**config.mk**
```make
export PLATFORM = sky130hd
export DESIGN_NAME = dm_mem_bus_ctrl_flat
export DESIGN_NICKNAME = d
export VERILOG_FILES = /design/src/rtl/dm_mem_bus_ctrl_pkg.sv /design/src/rtl/dm_mem_bus_ctrl_if.sv /design/src/rtl/dm_addr_decode.sv /design/src/rtl/dm_mem_bus_ctrl.sv /design/src/flat_wrapper.sv
export SDC_FILE = /design/constraint.sdc
export NUM_CORES = 1
export LEC_CHECK = 0
export CAP_MARGIN = 10
export CORE_ASPECT_RATIO = 1.1
export CORE_MARGIN = 3
export CORE_UTILIZATION = 41
export DETAILED_ROUTE_END_ITERATION = 8
export HOLD_SLACK_MARGIN = 0.08
export PLACE_DENSITY = 0.94
export SYNTH_ARGS = -nofsm -noshare
export SYNTH_HDL_FRONTEND = slang
export SYNTH_SLANG_ARGS = --single-unit
```
**constraint.sdc**
```tcl
create_clock -name clk_i -period 3 [get_ports clk_i]
set_input_delay 0.6 -clock clk_i [delete_from_list [all_inputs] [get_ports clk_i]]
set_output_delay 0.6 -clock clk_i [all_outputs]
set_load 0.01 [all_outputs]
```
**src/rtl/dm_mem_bus_ctrl_pkg.sv**
```systemverilog
// Shared definitions for the debug-memory bus controller.
//   - addr_t        : byte address type used for all decode arithmetic
//   - fixed debug address map constants (halt-notify and where-to registers,
//     flags window)
//   - region_e      : decoded target of a bus access
//   - state_e       : response sequencer states
//   - in_range()    : inclusive address-window test
package dm_mem_bus_ctrl_pkg;

  typedef logic [31:0] addr_t;

  // Hart-to-debugger notification registers (write only).
  localparam addr_t HaltedAddr    = 32'h100;
  localparam addr_t GoingAddr     = 32'h108;
  localparam addr_t ResumingAddr  = 32'h110;
  localparam addr_t ExceptionAddr = 32'h118;

  // Read-only locations.
  localparam addr_t WhereToAddr   = 32'h300;
  localparam addr_t FlagsBase     = 32'h400;
  localparam addr_t FlagsEnd      = 32'h7FF;

  // The abstract-command block sits directly below the program buffer.
  localparam int unsigned AbsCmdBytes = 40;

  typedef enum logic [3:0] {
    REG_NONE,
    REG_HALTED,
    REG_GOING,
    REG_RESUMING,
    REG_EXCEPTION,
    REG_DATA,
    REG_WHERE,
    REG_PROG,
    REG_ABS_CMD,
    REG_FLAGS,
    REG_ROM
  } region_e;

  typedef enum logic {
    ST_IDLE,
    ST_RESP
  } state_e;

  function automatic logic in_range(input addr_t a, input addr_t lo, input addr_t hi);
    return (a >= lo) && (a <= hi);
  endfunction

endpackage

```
**src/rtl/dm_mem_bus_ctrl_if.sv**
```systemverilog
// Single-beat system-bus port between a hart-side master and the debug
// memory controller.
//   req/we/addr/wdata/be : request phase, driven by the master
//   gnt                  : grant, same cycle as the request is accepted
//   rvalid/err           : response phase, one cycle after grant
interface dm_mem_bus_ctrl_if #(
  parameter int unsigned BusWidth = 32
) ();

  logic                req;
  logic                we;
  logic [BusWidth-1:0] addr;
  logic [31:0]         wdata;
  logic [3:0]          be;
  logic                gnt;
  logic                rvalid;
  logic                err;

  modport master (
    output req, we, addr, wdata, be,
    input  gnt, rvalid, err
  );

  modport slave (
    input  req, we, addr, wdata, be,
    output gnt, rvalid, err
  );

endinterface

```
**src/rtl/dm_addr_decode.sv**
```systemverilog
// Combinational decoder for the debug address map.
//   addr_i    : low DbgAddressBits of the bus address (upper bits aliased away)
//   we_i      : access direction, 1 = write
//   be_i      : byte enables; a write with no lanes enabled is a legal no-op
//   region_o  : decoded target region (REG_NONE when nothing is addressed)
//   illegal_o : access hits no legal location for its direction
module dm_addr_decode
  import dm_mem_bus_ctrl_pkg::*;
#(
  parameter int unsigned DbgAddressBits = 12,
  parameter addr_t       DataAddr       = 32'h380,
  parameter int unsigned DataCount      = 2,
  parameter int unsigned ProgBufSize    = 8,
  parameter addr_t       HaltAddress    = 32'h800
) (
  input  logic [DbgAddressBits-1:0] addr_i,
  input  logic                      we_i,
  input  logic [3:0]                be_i,
  output region_e                   region_o,
  output logic                      illegal_o
);

  // Windows that depend on the configured data/progbuf sizes.
  localparam addr_t DataEnd    = DataAddr + addr_t'(4 * DataCount) - 32'd1;
  localparam addr_t ProgBase   = DataAddr - addr_t'(4 * ProgBufSize);
  localparam addr_t ProgEnd    = DataAddr - 32'd1;
  localparam addr_t AbsCmdBase = ProgBase - addr_t'(AbsCmdBytes);
  localparam addr_t AbsCmdEnd  = ProgBase - 32'd1;

  addr_t a;
  assign a = addr_t'(addr_i);

  // NOTE: every output gets a default at the top of the block so no path
  // leaves it unassigned; otherwise synthesis infers a latch.
  always_comb begin
    region_o  = REG_NONE;
    illegal_o = 1'b0;
    if (we_i) begin
      if (be_i == 4'h0) begin
        region_o = REG_NONE;
      end else if (a == HaltedAddr) begin
        region_o = REG_HALTED;
      end else if (a == GoingAddr) begin
        region_o = REG_GOING;
      end else if (a == ResumingAddr) begin
        region_o = REG_RESUMING;
      end else if (a == ExceptionAddr) begin
        region_o = REG_EXCEPTION;
      end else if (in_range(a, DataAddr, DataEnd)) begin
        region_o = REG_DATA;
      end else begin
        illegal_o = 1'b1;
      end
    end else begin
      if (a == WhereToAddr) begin
        region_o = REG_WHERE;
      end else if (in_range(a, DataAddr, DataEnd)) begin
        region_o = REG_DATA;
      end else if (in_range(a, ProgBase, ProgEnd)) begin
        region_o = REG_PROG;
      end else if (in_range(a, AbsCmdBase, AbsCmdEnd)) begin
        region_o = REG_ABS_CMD;
      end else if (in_range(a, FlagsBase, FlagsEnd)) begin
        region_o = REG_FLAGS;
      end else if (a >= HaltAddress) begin
        // ROM: served by the datapath via mem_req_o, no dedicated strobe.
        region_o = REG_ROM;
      end else begin
        // The datapath still returns something; the bus discards it.
        illegal_o = 1'b1;
      end
    end
  end

endmodule

```
**src/rtl/dm_mem_bus_ctrl.sv**
```systemverilog
// Slave-side controller between the hart system-bus port and the debug
// memory datapath.
//   clk_i, rst_ni          : clock, asynchronous active-low reset
//   bus                    : slave side of the single-beat request/response port
//   wr_*_en_o              : one-cycle write strobes in the accept cycle
//   wr_data_addr_o         : byte address accompanying wr_data_en_o
//   rd_*_en_o              : one-cycle read strobes in the accept cycle
//   rd_addr_o              : read address, holds the last read when idle
//   mem_req_o              : datapath/ROM request, asserted for every read
//   halt_pending_o         : halted notified, going/resuming not yet seen
//   access_cnt_o           : saturating count of accepted transactions
module dm_mem_bus_ctrl
  import dm_mem_bus_ctrl_pkg::*;
#(
  parameter int unsigned DbgAddressBits = 12,
  parameter int unsigned BusWidth       = 32,
  parameter addr_t       DataAddr       = 32'h380,
  parameter int unsigned DataCount      = 2,
  parameter int unsigned ProgBufSize    = 8,
  parameter addr_t       HaltAddress    = 32'h800
) (
  input  logic                clk_i,
  input  logic                rst_ni,
  dm_mem_bus_ctrl_if.slave    bus,
  output logic                wr_halted_en_o,
  output logic                wr_going_en_o,
  output logic                wr_resuming_en_o,
  output logic                wr_exception_en_o,
  output logic                wr_data_en_o,
  output logic [BusWidth-1:0] wr_data_addr_o,
  output logic                rd_where_en_o,
  output logic                rd_data_en_o,
  output logic                rd_prog_en_o,
  output logic                rd_abs_cmd_en_o,
  output logic                rd_flags_en_o,
  output logic [BusWidth-1:0] rd_addr_o,
  output logic                mem_req_o,
  output logic                halt_pending_o,
  output logic [15:0]         access_cnt_o
);

  state_e              state_q;
  logic                err_q;
  logic                halt_pending_q;
  logic [15:0]         access_cnt_q;
  logic [BusWidth-1:0] rd_addr_q;

  region_e region;
  logic    illegal;
  logic    accept;
  logic    rd_accept;

  // Write data is consumed by the datapath directly from the bus.
  logic unused_wdata;
  assign unused_wdata = ^bus.wdata;

  dm_addr_decode #(
    .DbgAddressBits (DbgAddressBits),
    .DataAddr       (DataAddr),
    .DataCount      (DataCount),
    .ProgBufSize    (ProgBufSize),
    .HaltAddress    (HaltAddress)
  ) u_addr_decode (
    .addr_i    (bus.addr[DbgAddressBits-1:0]),
    .we_i      (bus.we),
    .be_i      (bus.be),
    .region_o  (region),
    .illegal_o (illegal)
  );

  // Never stalls: every request is granted and accepted in its own cycle.
  assign bus.gnt   = bus.req;
  assign accept    = bus.req;
  assign rd_accept = accept & ~bus.we;

  always_comb begin
    wr_halted_en_o    = 1'b0;
    wr_going_en_o     = 1'b0;
    wr_resuming_en_o  = 1'b0;
    wr_exception_en_o = 1'b0;
    wr_data_en_o      = 1'b0;
    rd_where_en_o     = 1'b0;
    rd_data_en_o      = 1'b0;
    rd_prog_en_o      = 1'b0;
    rd_abs_cmd_en_o   = 1'b0;
    rd_flags_en_o     = 1'b0;
    if (accept) begin
      unique case (region)
        REG_HALTED:    wr_halted_en_o    = 1'b1;
        REG_GOING:     wr_going_en_o     = 1'b1;
        REG_RESUMING:  wr_resuming_en_o  = 1'b1;
        REG_EXCEPTION: wr_exception_en_o = 1'b1;
        REG_DATA: begin
          // Data words are the only region reachable in both directions.
          if (bus.we) wr_data_en_o = 1'b1;
          else        rd_data_en_o = 1'b1;
        end
        REG_WHERE:     rd_where_en_o     = 1'b1;
        REG_PROG:      rd_prog_en_o      = 1'b1;
        REG_ABS_CMD:   rd_abs_cmd_en_o   = 1'b1;
        REG_FLAGS:     rd_flags_en_o     = 1'b1;
        default: begin end
      endcase
    end
  end

  assign wr_data_addr_o = bus.addr;
  assign mem_req_o      = rd_accept;
  // Current address during a read, otherwise the last read address.
  assign rd_addr_o      = rd_accept ? bus.addr : rd_addr_q;

  // NOTE: state registers use non-blocking assignments so every flop samples
  // pre-edge values regardless of statement order.
  always_ff @(posedge clk_i or negedge rst_ni) begin
    if (!rst_ni) begin
      state_q        <= ST_IDLE;
      err_q          <= 1'b0;
      halt_pending_q <= 1'b0;
      access_cnt_q   <= '0;
      rd_addr_q      <= '0;
    end else begin
      unique case (state_q)
        ST_IDLE: if (accept)  state_q <= ST_RESP;
        ST_RESP: if (!accept) state_q <= ST_IDLE;
        default: state_q <= ST_IDLE;
      endcase

      // Low whenever no response is owed, so err_o is clean outside rvalid_o.
      err_q <= accept & illegal;

      // Clear has priority over set.
      if (wr_going_en_o || wr_resuming_en_o) begin
        halt_pending_q <= 1'b0;
      end else if (wr_halted_en_o) begin
        halt_pending_q <= 1'b1;
      end

      if (accept && (access_cnt_q != 16'hFFFF)) begin
        access_cnt_q <= access_cnt_q + 16'd1;
      end

      if (rd_accept) begin
        rd_addr_q <= bus.addr;
      end
    end
  end

  assign bus.rvalid     = (state_q == ST_RESP);
  assign bus.err        = err_q;
  assign halt_pending_o = halt_pending_q;
  assign access_cnt_o   = access_cnt_q;

endmodule

```
**src/flat_wrapper.sv**
```systemverilog
// flat-port wrapper written by rule: the top's interface ports become plain ports
module dm_mem_bus_ctrl_flat import dm_mem_bus_ctrl_pkg::*;
#(
  parameter int unsigned DbgAddressBits = 12,
  parameter int unsigned BusWidth       = 32,
  parameter addr_t       DataAddr       = 32'h380,
  parameter int unsigned DataCount      = 2,
  parameter int unsigned ProgBufSize    = 8,
  parameter addr_t       HaltAddress    = 32'h800
)
  (clk_i, rst_ni, wr_halted_en_o, wr_going_en_o, wr_resuming_en_o, wr_exception_en_o, wr_data_en_o, wr_data_addr_o, rd_where_en_o, rd_data_en_o, rd_prog_en_o, rd_abs_cmd_en_o, rd_flags_en_o, rd_addr_o, mem_req_o, halt_pending_o, access_cnt_o, bus_req, bus_we, bus_addr, bus_wdata, bus_be, bus_gnt, bus_rvalid, bus_err);
  dm_mem_bus_ctrl_if #(.BusWidth(BusWidth)) bus_i ();
  input  logic clk_i;
  input  logic rst_ni;
  output logic wr_halted_en_o;
  output logic wr_going_en_o;
  output logic wr_resuming_en_o;
  output logic wr_exception_en_o;
  output logic wr_data_en_o;
  output logic [BusWidth-1:0] wr_data_addr_o;
  output logic rd_where_en_o;
  output logic rd_data_en_o;
  output logic rd_prog_en_o;
  output logic rd_abs_cmd_en_o;
  output logic rd_flags_en_o;
  output logic [BusWidth-1:0] rd_addr_o;
  output logic mem_req_o;
  output logic halt_pending_o;
  output logic [15:0] access_cnt_o;
  input wire logic [$bits(bus_i.req)-1:0] bus_req;
  input wire logic [$bits(bus_i.we)-1:0] bus_we;
  input wire logic [$bits(bus_i.addr)-1:0] bus_addr;
  input wire logic [$bits(bus_i.wdata)-1:0] bus_wdata;
  input wire logic [$bits(bus_i.be)-1:0] bus_be;
  output wire logic [$bits(bus_i.gnt)-1:0] bus_gnt;
  output wire logic [$bits(bus_i.rvalid)-1:0] bus_rvalid;
  output wire logic [$bits(bus_i.err)-1:0] bus_err;
  assign bus_i.req = bus_req;
  assign bus_i.we = bus_we;
  assign bus_i.addr = bus_addr;
  assign bus_i.wdata = bus_wdata;
  assign bus_i.be = bus_be;
  assign bus_gnt = bus_i.gnt;
  assign bus_rvalid = bus_i.rvalid;
  assign bus_err = bus_i.err;
  dm_mem_bus_ctrl #(.DbgAddressBits(DbgAddressBits), .BusWidth(BusWidth), .DataAddr(DataAddr), .DataCount(DataCount), .ProgBufSize(ProgBufSize), .HaltAddress(HaltAddress)) u_core (.clk_i(clk_i), .rst_ni(rst_ni), .bus(bus_i), .wr_halted_en_o(wr_halted_en_o), .wr_going_en_o(wr_going_en_o), .wr_resuming_en_o(wr_resuming_en_o), .wr_exception_en_o(wr_exception_en_o), .wr_data_en_o(wr_data_en_o), .wr_data_addr_o(wr_data_addr_o), .rd_where_en_o(rd_where_en_o), .rd_data_en_o(rd_data_en_o), .rd_prog_en_o(rd_prog_en_o), .rd_abs_cmd_en_o(rd_abs_cmd_en_o), .rd_flags_en_o(rd_flags_en_o), .rd_addr_o(rd_addr_o), .mem_req_o(mem_req_o), .halt_pending_o(halt_pending_o), .access_cnt_o(access_cnt_o));
endmodule
```
==> metrics.txt, run 1 <==
status=finished, final reports clean; Final Hold Viols=0; register bit total from synthesis=51; syn_nets=roughly 320; min-delay worst type=input pin to async pin; I/O pin count=~170; CP Launch Type=input pin; vias in the first global route=between 2000 and 3000; largest family of logic cells by synthesized area=simple AND/OR/NAND/NOR gates; share of layout cells above drive strength 1=0.365; clk sinks=51; site row count=30; critical path endpoint category=output pin; DP Wirelength=approximately 5.9 mm; # DRC=0; Placed Cells=about 460; DR WL/cell=about 17 µm; Initial Util=0.437; fin nets=465; final WL=just over 8 mm; Detail Route Antenna Nets=0; First-pass DRT Iterations=4; mean post-synth cell area=11.5 µm²; Finished Layout Cells=473; die width=around 85 µm; number of synthesized flops with an enable pin=0; Min Hold Slack=0.244 ns; Max-Cap Viols=0; TritonCTS clock tree=yes; Setup CP Type=input pin to output pin; Global Route Usage Sum=0.204; Final Setup Violations=0; cell area after synthesis=around 0.0028 mm²; port buffer count=roughly 130; Synth Area in Compound Gates=0.0672; first-pass GRT wire length=12.9 mm; Worst EP arrival=between 2 and 2.5 ns; initial DRC count=slightly below 80; clock skew=between 0.003 and 0.004 ns; Tmin final=~3.0 ns; post-synth cell types=54; final period utilization=0.998; hold buffer count at CTS=0; H-tree Lvls=2; vias=2443; Leak=a little over 2 nW; Async SR Flop Fraction=1.00; initial antenna violation count=1; Worst IR Drop VDD=about 0.34 mV; die footprint=0.00784 mm²; clk root buf=clkbuf_8; XOR/XNOR Fraction of Synth Area=0.0439; die height=92.5 µm; simple-gate share of the synthesized area=0.193; Congestion Overflow GR=0; largest net degree at the start of global routing=32; Post-Synth Adder-Cell Area=0.00448; CTS Buf Count=5; worst skew pair latency=approximately 0.30 ns; post-synthesis mux area share=0.134; Finished Core Util=0.706; sequential fraction of the synthesis area=0.457; Clock Path Buffers=2; CP max FO=6; synthesized instance count=243; fin. max-slew vios=0; measured slew at the worst slew-check pin=0.503 ns; Max Clock Freq=roughly 330 MHz; Final Wtd Congestion=between 0.8 and 0.9; Max-slew headroom=0.661; core area=~0.0064 mm²; area grow syn2layout=61.5%; Worst-path clk slew=about 0.09 ns; most frequently used flop master after synthesis=dfrtp_1; CP required=approximately 2.4 ns; Vias/cell=roughly 5.2; PwrDens=between 400 and 500 mW/mm²; synthesis warning total=0
==> layout make-up <==
class / count / area [µm²]
clock inverter: 1 / 30.0
timing repair buffer: 179 / 1600
sequential: 51 / 1280
clock buffer: 6 / 72.6
fill: 472 / 1870
tap: 80 / 100
antenna: 1 / 2.50
inverter: 1 / 5.00
multi-input combinational: 154 / 1420
==> metrics by stage <==
step | TNS (ns) | setup slack (ns) | instance area (µm²) | total power, W
after floorplan | 0 | 0.425 | 2790 | 0.00120
after global placement | -8.95 | -0.563 | 4250 | 0.00159
after detailed placement | -9.49 | -0.616 | 4250 | 0.00162
after CTS | -0.00167 | -0.00167 | 4390 | 0.00204
after global routing | -0.327 | -0.137 | 4510 | 0.00213
final | 0 | 0.00593 | 4510 | 0.00202
==> cells by family (layout without fill, tap and decap cells) <==
kind of cell               Yosys count  in the layout
and+or+nand+nor                     80             80
DFF                                 51             51
buffers and inverters               38            187
muxes                               33             33
AOI/OAI and AO/OA                   26             26
xor gates and xnor gates            14             14
adders and majority gates            1              1
other                                0              1
==> path summary, 6_finish.rpt <==
path,startpoint,end,slack [ns],depth (start not counted)
worst max-delay path,bus_addr[7],rd_prog_en_o,0.006,8
worst min-delay path,rst_ni,u_core.access_cnt_o[15],0.24,1
worst max register to register,u_core.access_cnt_o[6],u_core.access_cnt_o[1],1.12,5
worst min register to register,u_core.access_cnt_o[5],u_core.access_cnt_o[5],0.50,1
max in group asynchronous,rst_ni,u_core.rd_addr_q[30],1.98,2
min in group clk_i,u_core.access_cnt_o[5],u_core.access_cnt_o[5],0.50,1
==> state kept, by name (all words and copies together) (netlist names) <==
| signal | cells |
|---|---|
| u_core.rd_addr_q | 32 |
| u_core.access_cnt_o | 16 |
| u_core.bus.err | 1 |
| u_core.bus.rvalid | 1 |
| u_core.halt_pending_o | 1 |
==> routing by layer <==
layer	GRT usage	up-vias	wire length (µm)
li1	-	1147	-
met1	0.205	1187	2860
met2	0.394	92	4620
met3	0.0525	17	475
met4	0.0792	0	184
met5	0	-	0
==> power by group <==
group	internal, W	leakage [nW]	switching (W)	total, W
clock network	0.000245	0.0513	0.000213	0.000458
registers	0.000800	0.624	0.0000701	0.000870
logic	0.000383	1.35	0.000314	0.000697
==> timing repair <==
action                     in CTS  in global routing
setup endpoints to repair      42                 10
cloned                          0                  0
buffers inserted                2                  6
pin swaps                       6                 11
gates resized for setup       100                 31
hold endpoints to repair        0                  0
==> critical path, cell delays in order <==
cell and delay [ns]:
dlygate4sd2_1 0.35, or2b_2 0.35, buf_4 0.15, nor4_4 0.29, a21oi_4 0.07, a21o_1 0.21
nor3_1 0.18, buf_2 0.18
==> cell usage in the layout, fill, tap and decap left out, drive strengths merged, types with 2 or more instances in the layout <==
cell type	netlist	final
or3	5	5
nand2	9	9
nand4	5	5
nand2b	3	3
a21o	3	3
nand3	6	6
or2	4	4
buf	37	54
and3	4	4
nor2	13	13
clkbuf	0	9
nor4b	3	3
dfrtp	51	51
or2b	2	2
clkdlybuf4s50	0	78
xor2	12	12
o41ai	2	2
a21oi	7	7
nor3	11	11
a211oi	2	2
dlymetal6s2s	0	3
xnor2	2	2
dlygate4sd2	0	38
mux2	33	33
clkdlybuf4s15	0	3
nor4	7	7
o21ai	5	5
==> cells in the mapped netlist (all sizes together), types with 2 or more instances <==
cell type  instances  area share
nand3              6       0.011
or2                4      0.0090
dfrtp             51        0.46
nor4               7       0.029
o21ai              5       0.010
and3               4       0.011
nor3              11       0.020
nor4b              3       0.012
mux2              33        0.13
or3                5       0.015
a21oi              7       0.015
nand2b             3      0.0067
nand4              5       0.017
nor2              13       0.018
or2b               2      0.0063
a211oi             2      0.0054
nand2              9       0.012
xor2              12       0.038
xnor2              2      0.0063
o41ai              2      0.0063
buf               37       0.098
a21o               3      0.0085
No activity file was read; power rests on OpenSTA's default activity.
==> run 2: changes to the inputs <==
Settings changed: CORE_ASPECT_RATIO 1.1 to default, PLACE_DENSITY 0.94 to default, PLACE_DENSITY_LB_ADDON from default to 0.2.
==> run 2 against run 1 <==
Against the previous run: clock skew barely moved; global-route usage fell by 1.6 points; first-iteration DRC count fell by 1.3%; sequential share of layout area rose by 0.21 points; final area fell by 0.75%; combinational power fell by 0.6%; via count fell by 2.9%; sequential cell count did not move; wire length fell by 8.4%; clock power fell by 15%; critical path depth rose by 1; total power fell by 3.2%; critical endpoint is now rd_where_en_o.
==> metrics.txt, run 2 (synthesized netlist as in run 1, its figures left out) <==
total setup buffers inserted after CTS=0 (-2); DP Wirelength=5.69 mm (-3.9%); Worst R2R Path Depth=5 (unchanged); Detail Route Antenna Nets=0 (unchanged); hold buffer count at CTS=0 (unchanged); area of the multi-input gates=0.00140 mm² (-1.5%); core area=0.00646 mm² (+1.2%); Initial Util=0.432 (-0.00525); clock skew=0.00431 ns (+0.000395 ns); CP max FO=3 (-3); H-tree Lvls=2 (unchanged); Leak=2.05 nW (+0.86%); post-place instance area=0.00425 mm² (about the same); vias in the first global route=2540 (-5.4%); Largest Register=u_core.rd_addr_q; critical path endpoint category=output pin; DR WL/cell=16.1 µm (-6.6%); area grow syn2layout=60.3%; commonest non-fill, non-tap cells in the layout=clkdlybuf4s50_1, dfrtp_1, dlygate4sd2_1, buf_4, mux2_2; Max-Cap Viols=0 (unchanged); Worst EP arrival=2.37 ns (-0.02 ns); met3 routed WL=418 µm (-12%); TritonCTS clock tree=yes; fillcell total=490 (+3.8%); CTS Buf Count=5 (unchanged); antenna fix cells=0 (-1); clk sinks=51 (unchanged); worst skew pair latency=0.30 ns (about the same); Max Clock Freq=336 MHz (+0.64%); most common cell after layout, fill and taps aside=clkdlybuf4s50_1; Clock Path Buffers=2 (unchanged); site row count=29 (-3.3%); Global Route Usage Sum=0.188 (-0.0161); Worst-path clk slew=0.09 ns (about the same); max layer used=met4; Final TNS setup=0 ns (unchanged); Tmin final=2.97 ns (-0.0192 ns); fin. max-slew vios=0 (unchanged); share of layout cells above drive strength 1=0.351 (-0.0134); final period utilization=0.992 (-0.00640); first-pass GRT wire length=11.8 mm (-9.1%); die width=88.5 µm (+4.5%); Max-slew headroom=0.637 (-0.0240); # DRC=0 (unchanged); First-pass DRT Iterations=4 (unchanged); PwrDens=438 mW/mm² (-2.4%); clk root buf=clkbuf_8; Vias/cell=5.11 (-1.0%); Setup CP Type=input pin to output pin; Worst IR Drop VDD=0.329 mV (-4.1%); initial DRC count=78 (-1.3%); I/O pin count=167 (unchanged); Congestion Overflow GR=0 (unchanged); measured slew at the worst slew-check pin=0.538 ns (+0.0356 ns); CP Launch Type=input pin; FF/Latch Area=0.00128 mm² (unchanged); min-delay worst type=input pin to async pin; Final Setup Violations=0 (unchanged); largest net degree at the start of global routing=37 (+16%); port buffer count=134 (unchanged); fin nets=459 (-1.3%); Final Hold Viols=0 (unchanged); M1 WL=3.03 mm (+5.9%); WL met2=3.93 mm (-15%); vias=2372 (-2.9%); status=finished, final reports clean; Finished Cell Area=0.00447 mm² (-0.75%); die height=88.5 µm (-4.4%); Final Wtd Congestion=0.912 (+1.8%); max reg flops=32 (unchanged); CP required=2.40 ns (about the same); initial antenna violation count=0 (-1); die footprint=0.00783 mm² (about the same); RSZ-0062 raised after global routing=true; final WL=7.46 mm (-8.4%)
run 2: cell count changes in the layout (fill, tap and decap cells not counted), moves of 3 or more:
cell and change:
dlymetal6s2s_1 +6, buf_2 -3, buf_4 -7, dlygate4sd2_1 -3
run 2: worst max-delay path, cell delays in order:
cell and delay (ns):
clkdlybuf4s50_1 0.49, buf_4 0.14, o41ai_4 0.07, buf_4 0.14, nor4_4 0.29, a21oi_4 0.07
a21o_1 0.22, nor3_2 0.11, clkdlybuf4s15_2 0.24
run 2: metal layers:
layer / GRT usage / vias up
met1: 0.229 / 1161
met4: 0.0549 / 0
li1: - / 1133
met5: 0 / -
met3: 0.0484 / 8
met2: 0.327 / 70
run 2: final cells by class:
type                            instances  share of cell area
Clock buffer                            6              0.0162
Clock inverter                          2             0.00280
Inverter                                1             0.00140
Sequential cell                        51               0.285
Tap cell                               77              0.0215
Multi-Input combinational cell        154               0.313
Timing Repair Buffer                  173               0.360
run 2: worst paths after layout:
kind	startpoint	to	slack, ns
hold reg to reg	u_core.access_cnt_o[8]	u_core.access_cnt_o[8]	0.49
min in group clk_i	u_core.access_cnt_o[8]	u_core.access_cnt_o[8]	0.49
setup reg to reg	u_core.access_cnt_o[6]	u_core.access_cnt_o[1]	1.07
setup / recovery	bus_be[3]	rd_where_en_o	0.03
max in group asynchronous	rst_ni	u_core.rd_addr_q[22]	2.00
hold / removal	rst_ni	u_core.rd_addr_q[3]	0.21
run 2: what timing repair did:
item | in CTS | in global routing
setup endpoints to repair | 42 | 27
resized for setup | 84 | 38
pin swaps | 9 | 8
cloned | 0 | 2
run 2: metrics by stage:
step / setup slack (ns) / std cells / power (W) / hold slack (ns) / utilization
after detailed placement: -0.551 / 454 / 0.00162 / 0.482 / 0.658
after global placement: -0.542 / 454 / 0.00160 / 0.478 / 0.658
after CTS: -0.118 / 462 / 0.00198 / 0.212 / 0.675
final: 0.0251 / 464 / 0.00196 / 0.206 / 0.693
after floorplan: 0.425 / 243 / 0.00120 / 0.304 / -
after global routing: -0.0919 / 464 / 0.00207 / 0.227 / 0.693
run 2: power by group:
group	leakage, nW	internal [W]	switching (W)
clock	0.0412	0.000164	0.000226
combinational	1.38	0.000388	0.000306
sequential	0.624	0.000799	0.0000780
